`src/rtl/sequential_inverse_interp_pkg.sv`:
```
// Shared definitions for the inverse interpolator: FSM states, result
// classes and the all-ones frac helper also used by the forward interpolators.
package sequential_inverse_interp_pkg;

    typedef enum logic [1:0] {
        ST_IDLE   = 2'd0,
        ST_SETUP  = 2'd1,
        ST_DIVIDE = 2'd2
    } state_t;

    typedef enum logic [1:0] {
        CLS_NORMAL   = 2'd0,
        CLS_CLAMP_LO = 2'd1,
        CLS_CLAMP_HI = 2'd2,
        CLS_DEGEN    = 2'd3
    } cls_t;

    // Saturated frac value (all ones) for a frac of the given width.
    function automatic logic [31:0] frac_all_ones(input int unsigned bits);
        if (bits >= 32'd32) begin
            return 32'hFFFF_FFFF;
        end else begin
            return (32'd1 << bits) - 32'd1;
        end
    endfunction

endpackage

```
`src/rtl/inv_interp_div_step.sv`:
```
// One restoring-division step: shift the remainder left, subtract the divisor
// when it fits, and report the resulting quotient bit.
module inv_interp_div_step #(
    parameter int W = 18
) (
    input  logic [W-1:0] r,
    input  logic [W-1:0] d,
    output logic [W-1:0] r_next,
    output logic         q_bit
);

    logic [W-1:0] r2_s;

    // Trial subtraction of the divisor from the doubled remainder.
    always_comb begin
        r2_s = r << 1;
        if (r2_s >= d) begin
            r_next = r2_s - d;
            q_bit  = 1'b1;
        end else begin
            r_next = r2_s;
            q_bit  = 1'b0;
        end
    end

endmodule

```
`src/rtl/sequential_inverse_interp.sv`:
```
// Multi-cycle inverse interpolator: finds frac such that interpolating
// base->target at frac lands at or just below value (toward base).
// Fixed latency: one SETUP cycle plus interp_bits DIVIDE cycles.
module sequential_inverse_interp
    import sequential_inverse_interp_pkg::*;
#(
    parameter int data_width  = 16,
    parameter int interp_bits = 4
) (
    input  logic                   clk,
    input  logic                   reset,
    input  logic                   start,
    output logic                   ready,
    input  logic [data_width-1:0]  base,
    input  logic [data_width-1:0]  target,
    input  logic [data_width-1:0]  value,
    output logic [interp_bits-1:0] frac,
    output logic                   done,
    output logic                   clamped,
    output logic                   degenerate
);

    localparam int DW = data_width;
    localparam int IB = interp_bits;
    localparam int RW = DW + 2;
    localparam int CW = (IB > 1) ? $clog2(IB) : 1;
    localparam logic [31:0]       ONES32 = frac_all_ones(IB);
    localparam logic signed [DW:0] ZERO_D = '0;

    state_t               state_r;
    state_t               next_state_s;
    cls_t                 cls_r;
    cls_t                 cls_s;
    logic signed [DW:0]   d_r;
    logic signed [DW:0]   o_r;
    logic signed [DW:0]   d_abs_s;
    logic signed [DW:0]   o_abs_s;
    logic [RW-1:0]        r_r;
    logic [RW-1:0]        r_next_s;
    logic [RW-1:0]        d_ext_s;
    logic                 q_bit_s;
    logic [CW-1:0]        cnt_r;
    logic [IB-1:0]        quot_r;
    logic [IB-1:0]        quot_next_s;
    logic                 accept_s;
    logic                 last_s;

    assign accept_s    = start & ready;
    assign last_s      = (state_r == ST_DIVIDE) && (cnt_r == {CW{1'b0}});
    assign d_ext_s     = {1'b0, d_r};
    assign quot_next_s = (quot_r << 1) | IB'(q_bit_s);

    inv_interp_div_step #(.W(RW)) u_div_step (
        .r      (r_r),
        .d      (d_ext_s),
        .r_next (r_next_s),
        .q_bit  (q_bit_s)
    );

    // Orient the segment upward and classify the pending result.
    always_comb begin
        d_abs_s = d_r;
        o_abs_s = o_r;
        cls_s   = CLS_NORMAL;
        if (d_r[DW]) begin
            d_abs_s = -d_r;
            o_abs_s = -o_r;
        end else begin
            d_abs_s = d_r;
            o_abs_s = o_r;
        end
        if (d_abs_s == ZERO_D) begin
            cls_s = CLS_DEGEN;
        end else if (o_abs_s <= ZERO_D) begin
            cls_s = CLS_CLAMP_LO;
        end else if (o_abs_s >= d_abs_s) begin
            cls_s = CLS_CLAMP_HI;
        end else begin
            cls_s = CLS_NORMAL;
        end
    end

    // State register.
    always_ff @(posedge clk or negedge reset) begin
        if (!reset) begin
            state_r <= ST_IDLE;
        end else begin
            state_r <= next_state_s;
        end
    end

    // Next-state logic: IDLE -> SETUP -> DIVIDE (interp_bits cycles) -> IDLE.
    always_comb begin
        next_state_s = state_r;
        case (state_r)
            ST_IDLE: begin
                if (accept_s) begin
                    next_state_s = ST_SETUP;
                end else begin
                    next_state_s = ST_IDLE;
                end
            end
            ST_SETUP: next_state_s = ST_DIVIDE;
            ST_DIVIDE: begin
                if (cnt_r == {CW{1'b0}}) begin
                    next_state_s = ST_IDLE;
                end else begin
                    next_state_s = ST_DIVIDE;
                end
            end
            default: next_state_s = ST_IDLE;
        endcase
    end

    // Datapath registers and registered outputs.
    always_ff @(posedge clk or negedge reset) begin
        if (!reset) begin
            d_r        <= '0;
            o_r        <= '0;
            r_r        <= '0;
            cnt_r      <= '0;
            quot_r     <= '0;
            cls_r      <= CLS_NORMAL;
            ready      <= 1'b1;
            frac       <= '0;
            done       <= 1'b0;
            clamped    <= 1'b0;
            degenerate <= 1'b0;
        end else begin
            done <= 1'b0;
            case (state_r)
                ST_IDLE: begin
                    if (accept_s) begin
                        d_r   <= {target[DW-1], target} - {base[DW-1], base};
                        o_r   <= {value[DW-1], value} - {base[DW-1], base};
                        ready <= 1'b0;
                    end
                end
                ST_SETUP: begin
                    d_r    <= d_abs_s;
                    r_r    <= {o_abs_s[DW], o_abs_s};
                    cls_r  <= cls_s;
                    cnt_r  <= CW'(IB - 1);
                    quot_r <= '0;
                end
                ST_DIVIDE: begin
                    r_r    <= r_next_s;
                    quot_r <= quot_next_s;
                    cnt_r  <= cnt_r - CW'(1);
                    if (last_s) begin
                        case (cls_r)
                            CLS_NORMAL:   frac <= quot_next_s;
                            CLS_CLAMP_HI: frac <= ONES32[IB-1:0];
                            CLS_CLAMP_LO: frac <= '0;
                            CLS_DEGEN:    frac <= '0;
                            default:      frac <= '0;
                        endcase
                        clamped    <= (cls_r == CLS_CLAMP_LO) || (cls_r == CLS_CLAMP_HI);
                        degenerate <= (cls_r == CLS_DEGEN);
                        done       <= 1'b1;
                        ready      <= 1'b1;
                    end
                end
                default: ;
            endcase
        end
    end

endmodule
```
`config.mk`:
```
export PLATFORM = sky130hd
export DESIGN_NAME = sequential_inverse_interp
export DESIGN_NICKNAME = d
export VERILOG_FILES = /design/src/rtl/sequential_inverse_interp_pkg.sv /design/src/rtl/inv_interp_div_step.sv /design/src/rtl/sequential_inverse_interp.sv
export SDC_FILE = /design/constraint.sdc
export NUM_CORES = 1
export LEC_CHECK = 0
export BUFFER_PORTS_ARGS = -buffer_cell sky130_fd_sc_hd__buf_2
export CORE_ASPECT_RATIO = 0.75
export CORE_UTILIZATION = 48
export CTS_BUF_LIST = sky130_fd_sc_hd__clkbuf_4 sky130_fd_sc_hd__clkbuf_8
export DETAILED_ROUTE_END_ITERATION = 7
export PLACE_DENSITY = 0.67
export SLEW_MARGIN = 20
export SYNTH_ARGS = -nofsm -noshare
export SYNTH_HDL_FRONTEND = slang
export SYNTH_SLANG_ARGS = --single-unit
```
`constraint.sdc`:
```
create_clock -name clk -period 4.6 [get_ports clk]
set_input_delay 0.46 -clock clk [delete_from_list [all_inputs] [get_ports clk]]
set_output_delay 0.46 -clock clk [all_outputs]
set_load 0.01 [all_outputs]
```
# Word-level counts from Yosys, hierarchy flattened
# Cells that the tools add are included.
# op_classes
mux	21
n_reduce_logical	14
bitwise_logic	2
n_eq_ne	7
order_cmp	3
n_addsub	6
# op_table
op	n
two-way mux 17 bit	4
one-hot mux 17 bit (2 select lines)	2
negation 17 bit	2
subtractor 16 x 16 -> 17 bit	2
>= comparator 18 x 17 -> 1 bit	1
>= comparator 17 bit	1
less-or-equal comparator 17 x 1 -> 1 bit, second input constant	1
zero test 17 bit	1
subtractor 17 bit	1
one-hot mux 4 bit (3 select lines)	1
two-way mux 2 bit	4
== test 2 bit, second input constant	3
zero test 2 bit	3
two-way mux 1 bit	6
one-hot mux 2 bit (3 select lines)	1
one-hot mux 3 bit (2 select lines)	1
AND reduction 2 bit	3
nonzero test 2 bit	3
== test 2 x 1 -> 1 bit, second input constant	2
inequality test 2 bit, second input constant	2
bitwise OR 4 x 1 -> 4 bit	1
one-hot mux 2 bit (2 select lines)	1
AND reduction 3 bit	1
one-hot mux 1 bit (2 select lines)	1
other kinds (5)	5
# totals
output_inout_bits	8
input_bits	51
reg_bits	68
word_cells	65

# Depth between registers and ports, before layout
# Gate-level depths: netlist (run 1).
# depth
depth_word	6
mapped_depth	16
ltp_nobuf	15

# Cells and area by module
# From an unflattened synthesis (run 1), not the netlist that was laid out.
# unflattened
hier_cells	862
hier_area_um2	7026.7
# modules_own_cells
mod	n_inst	area_per_inst_um2	seq_area_each_um2	cells_each
sequential_inverse_interp	1	5754.3	1727.9	682
inv_interp_div_step	1	1272.5	0.0	180

# Least setup slack after synthesis (run 1)
# OpenSTA, ideal clock, no wires.
# synth_timing
kind	reg2reg
start	reg d_r[0]
end	reg cls_r[1]
setup_slack_ps	1243
stages_incl_launch_ff	16
setup_ps	142
required_time_ps	4458
period_less_slack_ps	3357
arrival_time_ps	3215
n_path_buf	1
path_cell_list	dfrtp_1 inv_1 ha_1 or3b_2 clkbuf_1 o31ai_1 xnor2_1 ha_1 a21o_1 a21o_1 a21oi_1 o21ai_0 a221o_1 a21o_1 a41oi_1 o31ai_1
# synth_between
elab_chain_len	6
elab_cells_between_ends	7
cone_classes	add/sub: 1; order compare: 1; mux: 4; reduce/logical: 1
# synth_lines
element	line_no	rtl
start: declaration	sequential_inverse_interp.sv:34	logic signed [DW:0] d_r;
start signal: assignment	sequential_inverse_interp.sv:134	d_r <= {target[DW-1], target} - {base[DW-1], base};
start signal: assignment	sequential_inverse_interp.sv:140	d_r <= d_abs_s;
negation 17 bit	sequential_inverse_interp.sv:66	d_abs_s = -d_r;
two-way mux 17 bit (*)	sequential_inverse_interp.sv:65	if (d_r[DW]) begin
>= comparator 17 bit	sequential_inverse_interp.sv:76	end else if (o_abs_s >= d_abs_s) begin
two-way mux 2 bit	sequential_inverse_interp.sv:76	
two-way mux 2 bit	sequential_inverse_interp.sv:74	end else if (o_abs_s <= ZERO_D) begin
two-way mux 2 bit (*)	sequential_inverse_interp.sv:72	if (d_abs_s == ZERO_D) begin
end signal: assignment	sequential_inverse_interp.sv:142	cls_r <= cls_s;
end: declaration	sequential_inverse_interp.sv:32	cls_t cls_r;
# Mark *: on every way between the ends. The rest lies on a longest branch, timed or not.
# A chain may end at the register's enable or synchronous reset.

# Worst setup path in the final report (run 1)
# Ends and elaborated chain as after synthesis.

==> results of run 1 <==
worst max-delay path, delay by kind of cell, from the launching register on:
family / cells / cell delay (ns)
DFF: 1 / 0.49
and+or+nand+nor: 1 / 0.57
adders and majority gates: 2 / 0.48
buffers and inverters: 1 / 0.15
AOI/OAI and AO/OA: 9 / 1.70
xor gates and xnor gates: 1 / 0.20
cells by family (layout without fill, tap and decap cells):
family                   Yosys count  count (layout)  synth area share [%]
XOR/XNOR                          56              56                  7.45
AND/OR/NAND/NOR                  250             250                  18.3
flip-flops                        68              68                  25.9
buffers and inverters            103             156                  5.97
adder cells (fa/ha/maj)           78              78                  15.2
AO/OA/AOI/OAI                    258             258                  26.6
multiplexers                       4               4                 0.684
sequential cells by signal, indices dropped and copies added (netlist names), 2 cells and up:
signal,count
cls_r,2
r_r,17
cnt_r,2
frac,4
quot_r,3
o_r,17
state_r,2
d_r,17
routing by layer:
metal,up-vias,part of all wire [%],routed length (µm)
met2,164,43,7840
met1,3003,51,9340
met5,-,0,0
met3,16,5.1,925
met4,0,1.1,193
li1,3058,-,-
placed cells by master, fill, tap and decap left out, drive strengths merged, types with 19 or more instances in the layout:
cell type,count
nand2,59
a21oi,47
a21o,19
nor2,73
o21ai,68
nor3,20
buf,68
inv,73
nand3,21
ha,75
dfrtp,67
xnor2,41
layout make-up:
| type | count | area share (%) |
|---|---|---|
| repair buffers | 68 | 5.03 |
| flip-flops and latches | 68 | 23.4 |
| inverters | 72 | 3.72 |
| clock buffers | 9 | 1.70 |
| multi-input cells | 646 | 61.8 |
| well taps | 171 | 2.94 |
| clock inverters | 7 | 1.38 |
power breakdown:
group | internal, W | switching (W)
logic | 0.00140 | 0.00192
clock network | 0.000308 | 0.000266
registers | 0.000850 | 0.000295
total | 0.00256 | 0.00249
how the worst max path moves through the flow:
stage / slack, ns / endpoint
3_3_place_gp: 1.04 / cls_r[1]
2_1_floorplan: 1.24 / cls_r[1]
4_1_cts: 0.93 / cls_r[1]
5_1_grt: 0.56 / cls_r[1]
6_report: 0.88 / cls_r[1]
3_5_place_dp: 0.95 / cls_r[1]
metrics by stage:
| step | util [%] | hold slack (ns) | setup slack (ns) |
|---|---|---|---|
| floorplan | - | 0.164 | 1.24 |
| global placement | 53.4 | 0.462 | 1.04 |
| detailed placement | 53.4 | 0.465 | 0.952 |
| CTS | 55.1 | 0.218 | 0.926 |
| global route | 55.1 | 0.261 | 0.564 |
| finish | 55.1 | 0.199 | 0.884 |
==> results.md, run 1 <==
* Post-synth EDFFs at 0
* Worst r2r path cells at 14
* Start of the worst register-to-register path: d_r[0]
* Fin. max-slew vios at 0
* FMAX at 269 MHz
* Syn_area_per_cell at 8.06 µm²
* Number of global-route vias before repair at 5891
* Cell with the most instances after synthesis: ha_1
* Post-route setup TNS at 0 ns
* Vias post-DR at 6241
* Post-synth cell types at 71
* GRT busiest layer: met2
* Row Count at 36
* Die Y at 103 µm
* Global-route wire length before repair at 30.3 mm
* Iter 0 DRT Violations at 439
* Rel. slew slack at 43.3%
* CTS Hold Bufs at 0
* Post-DP HPWL at 14.2 mm
* RSZ-0062 raised after global routing: false
* Dpl cells at 1025
* Post-route minimum period at 3.72 ns
* CTS tree: done
* Final nets at 994
* Register area share after synthesis at 25.9%
* # IOs at 59
* CP endpoint kind: flip-flop
* Post-CTS Repair Setup Buffers at 0
* DRC violations left at 0
* Skew final at 0.00732 ns
* Resize count post-CTS at 0
* H-Tree Depth at 3
* Setup CP Type: reg -> reg
* Max_cap viols at 0
* Mean number of vias per cell at 6.00
* #FFs+latches synth at 68
* Worst-path clk slew at 0.08 ns
* Synth top area share at 25.5%
* Layout cell share with drive strength beyond 1 at 12.2%
* Lkg Pwr at 3.49 nW
* Remaining antenna violation count after routing at 0
* Synth area leaders: dfrtp_1 (25%), ha_1 (14%), xnor2_1 (5.5%), o21ai_0 (4.9%), nor2_1 (4.2%)
* Largest net degree at the start of global routing at 39
* Fill cells at 1266
* Post-DP Area at 7040 µm²
* Routability cong. at 0.866
* Total Power at 0.00504 W
* Syn Inst Count at 817
* CTS Root Cell: clkbuf_8
* Die footprint at 14200 µm²
* Final setup vio count at 0
* First-pass DRT Iterations at 5
* Hold Vio Cnt, Final at 0
* Maximum vdd drop at 0.000325 V
* R2R Path End: cls_r[1]
* Reg area at 1700 µm²
* CP Max Fanout at 8
* Fin crit share at 80.8%
* Layout area overhead at 10.3%
* GRT met3 Usage at 4.09%
* Clock tree buffer depth at 2
* Power Density at 694 nW/µm²
* Hold WC Path Type: in -> async
* Data arrival, critical path at 3.94 ns
* Syn. warnings at 0
* Cts bufs inserted at 9
* CTS Sinks at 68
* Crit start category: flip-flop
* Met2 GRT Util at 43.8%
* GR Overflow Total at 0
* Cell taking the most area after synthesis: dfrtp_1
* Area taken by multi-input logic gates at 4490 µm²
* N_diodes at 0
* Slowest CP cell: or3b_2
* Effective utilization at floorplan at 49.9%
* Worst slew pin tran at 0.850 ns
* Met1 usage in global routing at 40.3%
* Mapped Area at 6590 µm²
* Critical Path RT at 4.82 ns
* Chip Width at 137 µm
* Final Cell Area at 7270 µm²
* Status: completed
* List of most frequent post-synthesis cells: ha_1 (75), nor2_1 (73), inv_1 (72)
* Final WL at 18.3 mm
* Input/output buffers at 58
* Syn Nets at 946
* CP dominant cell by count: a21o_1
* Initial antenna violation count at 0
* Critical Path Source: d_r[0]
* Crit-path cells: inv_1, ha_1, or3b_2, o31ai_1, xnor2_1, ha_1, a21o_1, a21o_1, a21oi_1, o21ai_0, a221o_1, a21o_1, a41oi_1, o31ai_1
* Worst skew pair latency at 0.36 ns
* R2r setup slk at 0.88 ns
* Per-cell routed wire length at 17.6 µm
* Asr flop ratio synth at 100%
* Crit-path max cell delay at 0.57 ns
* Total GRT Usage at 27.8%
* Area of the core at 13200 µm²
* Layout Cells excl Fill at 1041
* Post-synth top flop: dfrtp_1
No activity file was read; power rests on OpenSTA's default activity.
==> run 2, diff against run 1 <==
Settings changed: PLACE_DENSITY 0.67 to 0.69.
Clock period 4.6 ns to 3.14 ns, I/O delays scaled along.
==> results.md, run 2 (synthesis results as in run 1) <==
* Fin worst setup slack at -0.00468 ns
* Clock power frac at 12.3%
* CTS Root Cell: clkbuf_8
* # IOs at 59
* Final Cell Area at 7740 µm²
* Crit start category: flip-flop
* Number of global-route vias before repair at 5865
* Max_cap viols at 0
* Die Y at 103 µm
* GR Overflow Total at 0
* Cell family with most CP delay: compound AO/OA/AOI/OAI gates
* First-pass DRT Iterations at 5
* Internal power at 0.00434 W
* Most frequent cells in the layout: nor2_1 (73), ha_1 (73), inv_1 (70)
* Post-route minimum period at 3.14 ns
* FMAX at 318 MHz
* Clock tree buffer depth at 2
* Layout area overhead at 17.5%
* CP bufs+invs at 1
* Global-route wire length before repair at 29.7 mm
* Crit-path cells: inv_2, ha_4, or3b_4, o31ai_4, xnor2_2, ha_1, a21o_1, a21o_1, a21oi_2, o21ai_2, a221o_1, a21o_1, a41oi_2, o31ai_1
* Worst r2r path cells at 14
* Effective utilization at floorplan at 49.9%
* Area of the core at 13200 µm²
* Sequential share of power at 20.0%
* CP Max Fanout at 4
* Post-DP HPWL at 13.7 mm
* Power Density at 1060 nW/µm²
* Per-cell routed wire length at 16.6 µm
* Slowest CP cell: dfrtp_1
* Skew final at 0.0110 ns
* Die footprint at 14200 µm²
* Worst slew pin tran at 0.772 ns
* Input/output buffers at 58
* CP dominant cell by count: a21o_1
* Total GRT Usage at 27.1%
* RSZ-0062 raised after global routing: true
* Crit-path max cell delay at 0.42 ns
* Critical Path RT at 3.37 ns
* Worst skew pair latency at 0.37 ns
* Sw Ratio at 46.9%
* Top Registers: d_r: 17 flops, o_r: 17 flops, r_r: 17 flops
* Cts bufs inserted at 9
* Critical path depth at 14
* Sw Pwr at 0.00383 W
* Fin. max-slew vios at 0
* Lkg Pwr at 3.74 nW
* Setup CP Type: reg -> reg
* Hold WC Path Type: in -> async
* Iter 0 DRT Violations at 497
* Mean number of vias per cell at 5.86
* Critical Path Source: d_r[1]
* Worst-path clk slew at 0.08 ns
* Final setup vio count at 1
* Largest net degree at the start of global routing at 40
* CP endpoint kind: flip-flop
* Core Util, Final at 58.6%
* Fill cells at 1220
* Final nets at 1034
* N_diodes at 0
* Hold Vio Cnt, Final at 0
* Initial antenna violation count at 0
* CTS tree: done
* Data arrival, critical path at 3.38 ns
* Row Count at 36
* Maximum vdd drop at 0.000547 V
* CTS Sinks at 68
* Rel. slew slack at 48.5%
* Combinational share of power at 67.7%
* H-Tree Depth at 3
* Status: finished, violations left
* Vias post-DR at 6335
* Start of the worst register-to-register path: d_r[1]
* Post-DP Area at 7380 µm²
* Final WL at 17.9 mm
* Routability cong. at 0.899
* DRC violations left at 0
* Remaining antenna violation count after routing at 0
* Fin crit share at 100%
* Layout cell share with drive strength beyond 1 at 17.7%
* Chip Width at 137 µm
* Failing checks: setup timing
run 2: stage by stage:
stage / hold slack [ns] / setup slack (ns) / std cells / total power, W / setup TNS, ns
finish: 0.0151 / -0.00468 / 1081 / 0.00817 / -0.00468
global route: 0.0731 / -0.0913 / 1081 / 0.00891 / -0.0913
CTS: 0.0341 / 0.0175 / 1077 / 0.00789 / 0
detailed placement: 0.431 / -0.0309 / 1061 / 0.00679 / -0.0309
global placement: 0.433 / 0.00303 / 1061 / 0.00674 / 0
floorplan: 0.0184 / 0.00327 / 817 / 0.00530 / 0
run 2: routing by layer:
layer	GRT usage [%]	vias up	part of all wire, %
met4	4.90	0	1.1
met2	41.0	225	41
li1	-	3132	-
met5	0	-	0
met3	3.85	18	7.0
met1	41.0	2960	51
run 2: repair_timing:
item	CTS	global route
endpoints found under the hold margin	0	0
pin swaps	2	14
buffers inserted	0	4
hold buffers	0	0
gates cloned	0	0
gates resized for setup	2	9
setup endpoints to repair	1	2
run 2: power groups by stage:
stage / Clock, W / Combinational [W] / Sequential, W
floorplan: 0 / 0.00374 / 0.00155
global placement: 0 / 0.00512 / 0.00162
detailed placement: 0 / 0.00517 / 0.00162
CTS: 0.00102 / 0.00526 / 0.00162
global route: 0.00106 / 0.00616 / 0.00168
finish: 0.00101 / 0.00554 / 0.00163
run 2: worst register-to-register path, delay by kind of cell, from the launching register on:
family,cells,cell delay [ns]
AOI/OAI and AO/OA,9,1.55
xor gates and xnor gates,1,0.15
buffers and inverters,1,0.09
and+or+nand+nor,1,0.40
adders and majority gates,2,0.40
DFF,1,0.42
run 2: final cells by class:
cell class | count | area [µm²] | area share, %
well taps | 171 | 214 | 2.77
inverters | 72 | 270 | 3.49
clock buffers | 9 | 124 | 1.60
multi-input cells | 646 | 4590 | 59.3
clock inverters | 7 | 146 | 1.89
flip-flops and latches | 68 | 1700 | 22.0
repair buffers | 108 | 691 | 8.93
run 2: final timing paths:
| check | endpoint | slack (ns) |
|---|---|---|
| worst min register to register | frac[2] | 0.49 |
| worst min-delay path | d_r[2] | 0.02 |
| worst max-delay path | cls_r[1] | -0.005 |
| max in group asynchronous | ready | 2.38 |
| worst max register to register | cls_r[1] | -0.005 |
| min in group clk | d_r[0] | 0.28 |
==> run 3, diff against run 2 <==
Settings changed: PLACE_DENSITY 0.69 to 0.67.
Clock period 3.14 ns to 3.9 ns, I/O delays scaled along.
==> results.md, run 3 (synthesis results as in run 1) <==
* DRC violations left at 0
* GR Overflow Total at 0
* CP endpoint kind: flip-flop
* Hold WS at 0.151 ns
* Data arrival, critical path at 3.91 ns
* First-pass DRT Iterations at 5
* Row Count at 36
* CTS tree: done
* Post-route setup TNS at 0 ns
* Layout cell share with drive strength beyond 1 at 13.2%
* Iter 0 DRT Violations at 469
* Area taken by multi-input logic gates at 4500 µm²
* Chip Width at 137 µm
* # IOs at 59
* Final setup vio count at 0
* Initial antenna violation count at 0
* Status: completed
* Global-route wire length before repair at 30.0 mm
* Worst skew pair latency at 0.37 ns
* H-Tree Depth at 3
* Routability cong. at 0.902
* Max_cap viols at 0
* N_diodes at 0
* CTS Sinks at 68
* Post-route minimum period at 3.68 ns
* FMAX at 272 MHz
* Number of global-route vias before repair at 5815
* Max Used Layer: met4
* Post-CTS Repair Setup Buffers at 0
* Die footprint at 14200 µm²
* Fill cells at 1250
* Die Y at 103 µm
* Effective utilization at floorplan at 49.9%
* Crit start category: flip-flop
* Lkg Pwr at 3.54 nW
* Rel. slew slack at 37.9%
* Power Density at 819 nW/µm²
* Fin. max-slew vios at 0
* Critical Path RT at 4.13 ns
* Worst slew pin tran at 0.932 ns
* Top Registers: d_r: 17 flops, o_r: 17 flops, r_r: 17 flops
* Mean number of vias per cell at 5.91
* Total GRT Usage at 27.5%
* Fin crit share at 94.4%
* Most frequent cells in the layout: ha_1 (75), nor2_1 (73), inv_1 (72)
* Met2 wire length at 7.79 mm
* Cts bufs inserted at 9
* Vias post-DR at 6201
* RSZ-0062 raised after global routing: false
* Leading cell type in the layout, fill and taps excluded: ha_1
* Final WL at 18.3 mm
* Layout Cells excl Fill at 1050
* CTS Root Cell: clkbuf_8
* Per-cell routed wire length at 17.5 µm
* Dpl cells at 1034
* Layout area overhead at 11.5%
* Wl on met1 at 9.45 mm
* Met3 routed WL at 917 µm
* Clock tree buffer depth at 2
* Post-DP HPWL at 14.4 mm
* Reg area at 1700 µm²
* Skew final at 0.00775 ns
* Largest net degree at the start of global routing at 39
* Final nets at 1003
* CP Max Fanout at 7
* Worst r2r path cells at 14
* Area of the core at 13200 µm²
* Hold WC Path Type: in -> async
* Maximum vdd drop at 0.000345 V
* Hold Vio Cnt, Final at 0
* Input/output buffers at 58
* Setup CP Type: reg -> reg
* Worst-path clk slew at 0.08 ns
* Remaining antenna violation count after routing at 0
run 3: power by group:
part | switching, W | internal, W
Combinational | 0.00230 | 0.00169
Sequential | 0.000329 | 0.00100
Clock | 0.000309 | 0.000376
Total | 0.00294 | 0.00307
run 3: through the flow:
step	power, W	util, %	cell area [µm²]	setup WS (ns)
6_report	0.00601	55.6	7340	0.217
5_1_grt	0.00657	55.6	7340	0.0449
4_1_cts	0.00597	55.6	7340	0.202
3_5_place_dp	0.00526	53.9	7110	0.224
3_3_place_gp	0.00516	53.9	7110	0.361
2_1_floorplan	0.00422	-	6590	0.543
run 3: timing repair:
| action | 4_1_cts | 5_1_grt |
|---|---|---|
| resized for setup | 0 | 1 |
| endpoints found under the setup margin | 0 | 1 |
| hold buffers | 0 | 0 |
run 3: final timing paths:
| kind | to | slack (ns) | startpoint |
|---|---|---|---|
| max in group asynchronous | r_r[7] | 2.62 | reset |
| max | cls_r[1] | 0.22 | d_r[1] |
| max reg2reg | cls_r[1] | 0.22 | d_r[1] |
| min in group clk | d_r[0] | 0.34 | base[0] |
| min | o_r[1] | 0.15 | reset |
| min reg2reg | frac[1] | 0.49 | frac[1] |
run 3: final cells by class:
type,instances,area share (%)
multi-input cells,646,61.2
inverters,72,3.68
well taps,171,2.91
repair buffers,77,5.90
clock buffers,10,1.87
clock inverters,6,1.19
flip-flops and latches,68,23.2
run 3: per-layer routing:
metal  GRT usage [%]  vias to the layer above
met1            40.5                     2942
met5               0                        -
met2            42.6                      169
li1                -                     3070
met4            5.92                        0
met3            4.14                       20
run 3: worst max-delay path: stages, from the launching register on:
cell and delay [ns]:
dfrtp_1 0.44, inv_1 0.13, ha_1 0.19, or3b_2 0.57, o31ai_2 0.26, xnor2_1 0.21, ha_1 0.30, a21o_1 0.18
a21o_1 0.17, a21oi_1 0.13, o21ai_0 0.14, a221o_1 0.32, a21o_1 0.20, a41oi_1 0.20, o31ai_1 0.09
